**config.mk**
```make
export PLATFORM = sky130hd
export DESIGN_NAME = spi_xfer_arb
export DESIGN_NICKNAME = d
export VERILOG_FILES = /design/src/rtl/spi_xfer_arb.sv
export SDC_FILE = /design/constraint.sdc
export NUM_CORES = 1
export LEC_CHECK = 0
export ABC_AREA = 1
export CAP_MARGIN = 30
export CORE_MARGIN = 4
export CORE_UTILIZATION = 60
export DETAILED_ROUTE_END_ITERATION = 6
export DONT_BUFFER_PORTS = 1
export PLACE_DENSITY = 0.72
export SETUP_SLACK_MARGIN = 0.2
export SLEW_MARGIN = 10
export SYNTH_ARGS = -nofsm -noshare
export SYNTH_HDL_FRONTEND = slang
export SYNTH_SLANG_ARGS = --single-unit
```
**constraint.sdc**
```tcl
create_clock -name clk -period 1.7 [get_ports clk]
set_clock_uncertainty 0.1 [all_clocks]
set_input_delay 0.255 -clock clk [delete_from_list [all_inputs] [get_ports clk]]
set_output_delay 0.255 -clock clk [all_outputs]
set_load 0.01 [all_outputs]
```
**src/rtl/spi_xfer_arb.sv**
```systemverilog
// spi_xfer_arb: two-port round-robin arbiter sharing one spi_mnrch SPI monarch.
// Define SPI_XFER_ARB_TIMEOUT_EN to enable the WAIT-state timeout and err flag.
module spi_xfer_arb #(
  parameter int unsigned TIMEOUT_CYCLES = 2048
) (
  input  logic        clk,
  input  logic        rst_n,
  input  logic        req0,
  input  logic [15:0] cmd0,
  output logic        busy0,
  output logic        ack0,
  input  logic        req1,
  input  logic [15:0] cmd1,
  output logic        busy1,
  output logic        ack1,
  output logic [15:0] rdata,
  output logic        err,
  output logic        spi_wrt,
  output logic [15:0] spi_wt_data,
  input  logic        spi_done,
  input  logic [15:0] spi_rd_data
);

  localparam logic [1:0] S_IDLE   = 2'd0;
  localparam logic [1:0] S_LAUNCH = 2'd1;
  localparam logic [1:0] S_WAIT   = 2'd2;
  localparam logic [1:0] S_ACK    = 2'd3;

  if (TIMEOUT_CYCLES == 0 || TIMEOUT_CYCLES > 65536) begin : g_bad_timeout
    $error("spi_xfer_arb: TIMEOUT_CYCLES must be in 1..65536");
  end

  logic [1:0]  r_state;
  logic        r_pend0;
  logic        r_pend1;
  logic [15:0] r_cmd0;
  logic [15:0] r_cmd1;
  logic        r_last;
  logic        r_gnt;
  logic        r_spi_wrt;
  logic [15:0] r_wt_data;
  logic [15:0] r_rdata;
  logic        r_ack0;
  logic        r_ack1;

  logic w_clr0;
  logic w_clr1;
  logic w_gnt_next;
  logic w_timeout;

  assign w_clr0     = (r_state == S_ACK) && !r_gnt;
  assign w_clr1     = (r_state == S_ACK) &&  r_gnt;
  // Tie goes to the port not served last; otherwise the only pending port.
  assign w_gnt_next = (r_pend0 && r_pend1) ? !r_last : r_pend1;

  // A request during its own ACK cycle re-arms the port instead of being dropped.
  always_ff @(posedge clk or negedge rst_n) begin
    if (!rst_n) begin
      r_pend0 <= 1'b0;
      r_cmd0  <= '0;
    end else if (req0 && (!r_pend0 || w_clr0)) begin
      r_pend0 <= 1'b1;
      r_cmd0  <= cmd0;
    end else if (w_clr0) begin
      r_pend0 <= 1'b0;
    end
  end

  always_ff @(posedge clk or negedge rst_n) begin
    if (!rst_n) begin
      r_pend1 <= 1'b0;
      r_cmd1  <= '0;
    end else if (req1 && (!r_pend1 || w_clr1)) begin
      r_pend1 <= 1'b1;
      r_cmd1  <= cmd1;
    end else if (w_clr1) begin
      r_pend1 <= 1'b0;
    end
  end

`ifdef SPI_XFER_ARB_TIMEOUT_EN
  localparam logic [15:0] LP_TO_LAST = 16'(TIMEOUT_CYCLES - 1);

  logic [15:0] r_cnt;
  logic        r_err;

  assign w_timeout = (r_state == S_WAIT) && !spi_done && (r_cnt == LP_TO_LAST);
  assign err       = r_err;

  always_ff @(posedge clk or negedge rst_n) begin
    if (!rst_n) begin
      r_cnt <= '0;
    end else if (r_state == S_LAUNCH) begin
      r_cnt <= '0;
    end else if (r_state == S_WAIT) begin
      r_cnt <= r_cnt + 16'd1;
    end
  end

  always_ff @(posedge clk or negedge rst_n) begin
    if (!rst_n) begin
      r_err <= 1'b0;
    end else if ((r_state == S_WAIT) && spi_done) begin
      r_err <= 1'b0;
    end else if (w_timeout) begin
      r_err <= 1'b1;
    end
  end
`else
  assign w_timeout = 1'b0;
  assign err       = 1'b0;
`endif

  // Output pulses are set on the transition edge so they coincide with LAUNCH/ACK.
  always_ff @(posedge clk or negedge rst_n) begin
    if (!rst_n) begin
      r_state   <= S_IDLE;
      r_gnt     <= 1'b0;
      r_last    <= 1'b1;
      r_spi_wrt <= 1'b0;
      r_wt_data <= '0;
      r_rdata   <= '0;
      r_ack0    <= 1'b0;
      r_ack1    <= 1'b0;
    end else begin
      r_spi_wrt <= 1'b0;
      r_ack0    <= 1'b0;
      r_ack1    <= 1'b0;
      case (r_state)
        S_IDLE: begin
          if (r_pend0 || r_pend1) begin
            r_state   <= S_LAUNCH;
            r_gnt     <= w_gnt_next;
            r_last    <= w_gnt_next;
            r_spi_wrt <= 1'b1;
            r_wt_data <= w_gnt_next ? r_cmd1 : r_cmd0;
          end
        end
        S_LAUNCH: begin
          r_state <= S_WAIT;
        end
        S_WAIT: begin
          if (spi_done || w_timeout) begin
            r_state <= S_ACK;
            r_ack0  <= !r_gnt;
            r_ack1  <= r_gnt;
            if (spi_done) begin
              r_rdata <= spi_rd_data;
            end
          end
        end
        default: begin
          r_state <= S_IDLE;
        end
      endcase
    end
  end

  assign busy0       = r_pend0;
  assign busy1       = r_pend1;
  assign ack0        = r_ack0;
  assign ack1        = r_ack1;
  assign rdata       = r_rdata;
  assign spi_wrt     = r_spi_wrt;
  assign spi_wt_data = r_wt_data;

endmodule
```
==> impl.org <==
** Final layout
- Top library cells by usage in the layout, fill and taps aside :: sky130_fd_sc_hd__nand2_1, sky130_fd_sc_hd__nand3_1, sky130_fd_sc_hd__dfrtp_1, sky130_fd_sc_hd__dlygate4sd3_1, sky130_fd_sc_hd__inv_1
- The finished cells cover slightly above 4000 um^2.
- The layout has ~360 filler cells.
- NumNets Final :: between 500 and 600
- Cells with a size suffix above 1 make up between 10 and 15% of the layout.
- Most common cell after layout, fill and taps aside :: sky130_fd_sc_hd__nand2_1
- Layout overhead on the synthesized area :: 25.9%

** Drt
- Using the TritonRoute via totals, the vias-per-cell ratio works out to 5.15.
- Total detailed-routing wirelength :: just under 8000 um
- For this run, the detailed router's first-pass iteration total came to 4.
- In the final routed layout, each cell accounts on average for 14.7 um.
- The detailed router finished its first iteration with 158 violations.
- After detailed routing, the number of remaining DRC violations is 0.
- The routed layout has ~2700 vias.
- Number of nets with antenna violations after detailed routing :: 0

** Floorplan
- Core footprint :: approximately 5200 um^2
- Top-level I/O count :: 91
- Height of the chip :: 81.8 um
- The die covers 6690 um^2.
- The initial utilization of the core area, before any placement, comes to a little over three fifths.
- After floorplanning, the core was divided into 26 placement rows.
- Die span in x :: 81.8 um

** Clock network
- Worst-skew pair later-pin latency :: between 0.3 and 0.4 ns
- # clock sinks :: 73
- Counting along the longest clock path gives a buffer depth of 2.
- H-tree Lvls :: 3
- Clock tree root buffer cell :: sky130_fd_sc_hd__clkbuf_8
- TritonCTS buffer count :: 9
- TritonCTS built the clock tree.
- Clock-pin slew was measured on the worst setup and hold paths at ~0.07 ns.

** Worst setup path
- On the worst path, the slowest cell contributes a delay of 0.40 ns.
- Of all nets on the critical path, the largest fanout is 9.
- For the worst setup path, the data arrival time is 1.61 ns.
- Sort of element at the start of the critical path :: flop
- STA classifies the critical path endpoint as a flop.
- The critical path is of the flop to flop type.
- Master of the slowest instance on the critical path :: sky130_fd_sc_hd__dfrtp_1
- Crit path required time :: 1.88 ns
- The signal on the critical path passes through inv_1 -> ha_1 -> inv_2 -> nor2_8 -> buf_4 -> nand3_1 -> nand2_1.

** GRT
- The first global-routing pass estimated between 10000 and 15000 um of wire.
- The initial antenna violation count is 0.
- The number of global-route vias before repair came to 2624.
- Entering global routing, the biggest net connects 74 pins.
- The total overflow left after global routing is 0.
- Across every metal layer, demand over resource in global routing totals 24.2%.

** Yosys
- The share of the Yosys chip area taken by registers is a little under three fifths.
- A synthesized cell averages 8.39 um^2.
- Mapped cell area :: between 3000 and 4000 um^2
- After technology mapping, the gate count stands at 389.
- Post-synthesis cell type count :: 18
- During synthesis, Yosys emitted a total of 0 warnings.
- When the netlist entered floorplanning its net count stood at between 400 and 500.
- Synthesized flop and latch total :: 73

** Pwr
- Clock Power Share :: 18.9%
- NetSw :: slightly above 3 mW
- Relative contribution of combinational cells to total power :: between 30% and 40%
- Total power :: 7.73 mW
- Switching power share of the total :: 40.1%
- Static Leakage :: about 2.2 nW
- Total power divided by cell area :: 1880 nW/um^2
- The internal power of the cells totals ~4.6 mW.
- Of the total power, registers draw 42.4%.
- VDD sags by at most roughly 1.0 mV.

** STA
- The max-slew violation count is 0.
- Slew at the pin with the worst max-slew slack :: 0.571 ns
- Setup repair after global routing could not meet its margin everywhere.
- Slew Limit Headroom :: 61.8%
- After routing, the total negative slack on setup checks comes to 0 ns.
- Setup violations remaining at the end of the flow were counted as 0.
- The tightest hold path in the finished design has a slack of -0.497 ns.
- The number of hold violations in the final report is between 70 and 80.
- Fin crit period :: 1.43 ns
- Part of the cycle the worst path needs :: 84.0%
- For this run, the top clock speed supported by timing is 0.700 GHz.

** Placement
- Port Buf Inserts :: 0
- Placer congestion estimate :: 0.784
- HPWL reported at the end of detailed placement :: 4810 um
- The placed instances occupy a cell area of 3250 um^2.

** Status
- The flow ran to the end, but the final reports show violations.
- Violated checks :: negative hold slack

** Min path
- The path class of the tightest hold or removal check is primary input to async pin.

** Flow run
- Reported max-cap violation count :: 0
==> through the flow <==
| step | util, % | hold WS (ns) | setup slack [ns] | cells |
|---|---|---|---|---|
| 5_1_grt | 78.9 | -0.517 | 0.166 | 525 |
| 3_3_place_gp | 62.5 | -0.139 | 0.201 | 444 |
| 3_5_place_dp | 62.5 | -0.139 | 0.151 | 444 |
| 4_1_cts | 76.5 | -0.508 | 0.201 | 510 |
| 2_1_floorplan | - | -0.141 | 0.306 | 389 |
| 6_report | 79.0 | -0.497 | 0.271 | 526 |
==> synth_stat cells, drive strengths merged <==
cell type / n / area (um^2)
nand2: 164 / 653
nand3: 83 / 415
dfrtp: 72 / 1800
inv: 38 / 145
buf: 20 / 136
nor2: 6 / 41.3
ha: 3 / 37.5
conb: 1 / 3.75
dfstp: 1 / 26.3
o21ai: 1 / 5.00
==> state kept, by name, indices dropped and copies added (netlist names) <==
| signal | cells |
|---|---|
| spi_wt_data | 16 |
| r_state | 2 |
| r_cmd1 | 16 |
| spi_wrt | 1 |
| ack0 | 1 |
| rdata | 16 |
| r_last | 1 |
| busy1 | 1 |
| busy0 | 1 |
| r_gnt | 1 |
| r_cmd0 | 16 |
| ack1 | 1 |
==> layout make-up <==
class / instances / area [um^2] / area share, %
flip-flops and latches: 73 / 1830 / 44.5
multi-input cells: 258 / 1160 / 28.2
repair buffers: 71 / 676 / 16.4
clock buffers: 12 / 145 / 3.53
inverters: 38 / 145 / 3.53
well taps: 70 / 87.6 / 2.13
clock inverters: 3 / 65.1 / 1.58
diodes: 1 / 2.50 / 0.0609
==> worst max-delay path, delay by kind of cell (launching register included) <==
kind | cells | cell delay [ns]
buf+inv | 3 | 0.35
fa+ha+maj | 1 | 0.24
flops | 1 | 0.40
simple gates | 3 | 0.29
==> layer usage <==
metal  track usage, %  share of wire [%]
met5                0                  0
met4             11.3                2.5
met3             5.81                5.7
met2             38.7                 49
met1             31.2                 43
==> cells by family after synthesis <==
kind of cell             count (synthesis)  share of synthesized area (%)
AO/OA/AOI/OAI                            1                          0.153
adder cells (fa/ha/maj)                  3                           1.15
buffers and inverters                   58                           8.62
flip-flops                              73                           56.0
other                                    1                          0.115
AND/OR/NAND/NOR                        253                           34.0
==> path summary, 6_finish.rpt <==
check                           start               to  slack (ns)  depth (start not counted)
setup / recovery           r_state[0]  spi_wt_data[14]        0.27                          7
max in group asynchronous       rst_n           r_last        1.81                          0
setup reg to reg           r_state[0]  spi_wt_data[14]        0.27                          7
hold reg to reg             r_cmd1[5]        r_cmd1[5]        0.37                          2
hold / removal                  rst_n         rdata[7]       -0.50                          0
min in group clk                 req1            busy1        0.04                          2
==> power by group through the flow <==
stage                     Clock, mW  Combinational (mW)  Sequential [mW]
after floorplan                   0                2.14             3.15
after global placement            0                2.45             3.28
after detailed placement          0                2.54             3.30
after CTS                      1.48                2.65             3.28
after global routing           1.55                3.42             3.38
final                          1.46                2.99             3.28
==> repair_timing <==
| item | CTS | global route |
|---|---|---|
| endpoints found under the hold margin | 121 | 74 |
| buffers inserted | 0 | 14 |
| endpoints found under the setup margin | 17 | 46 |
| gates resized for setup | 1 | 1 |
| pin swaps | 0 | 3 |
| hold buffers | 51 | 1 |
Note: power is estimated with default switching activity, not from simulation.
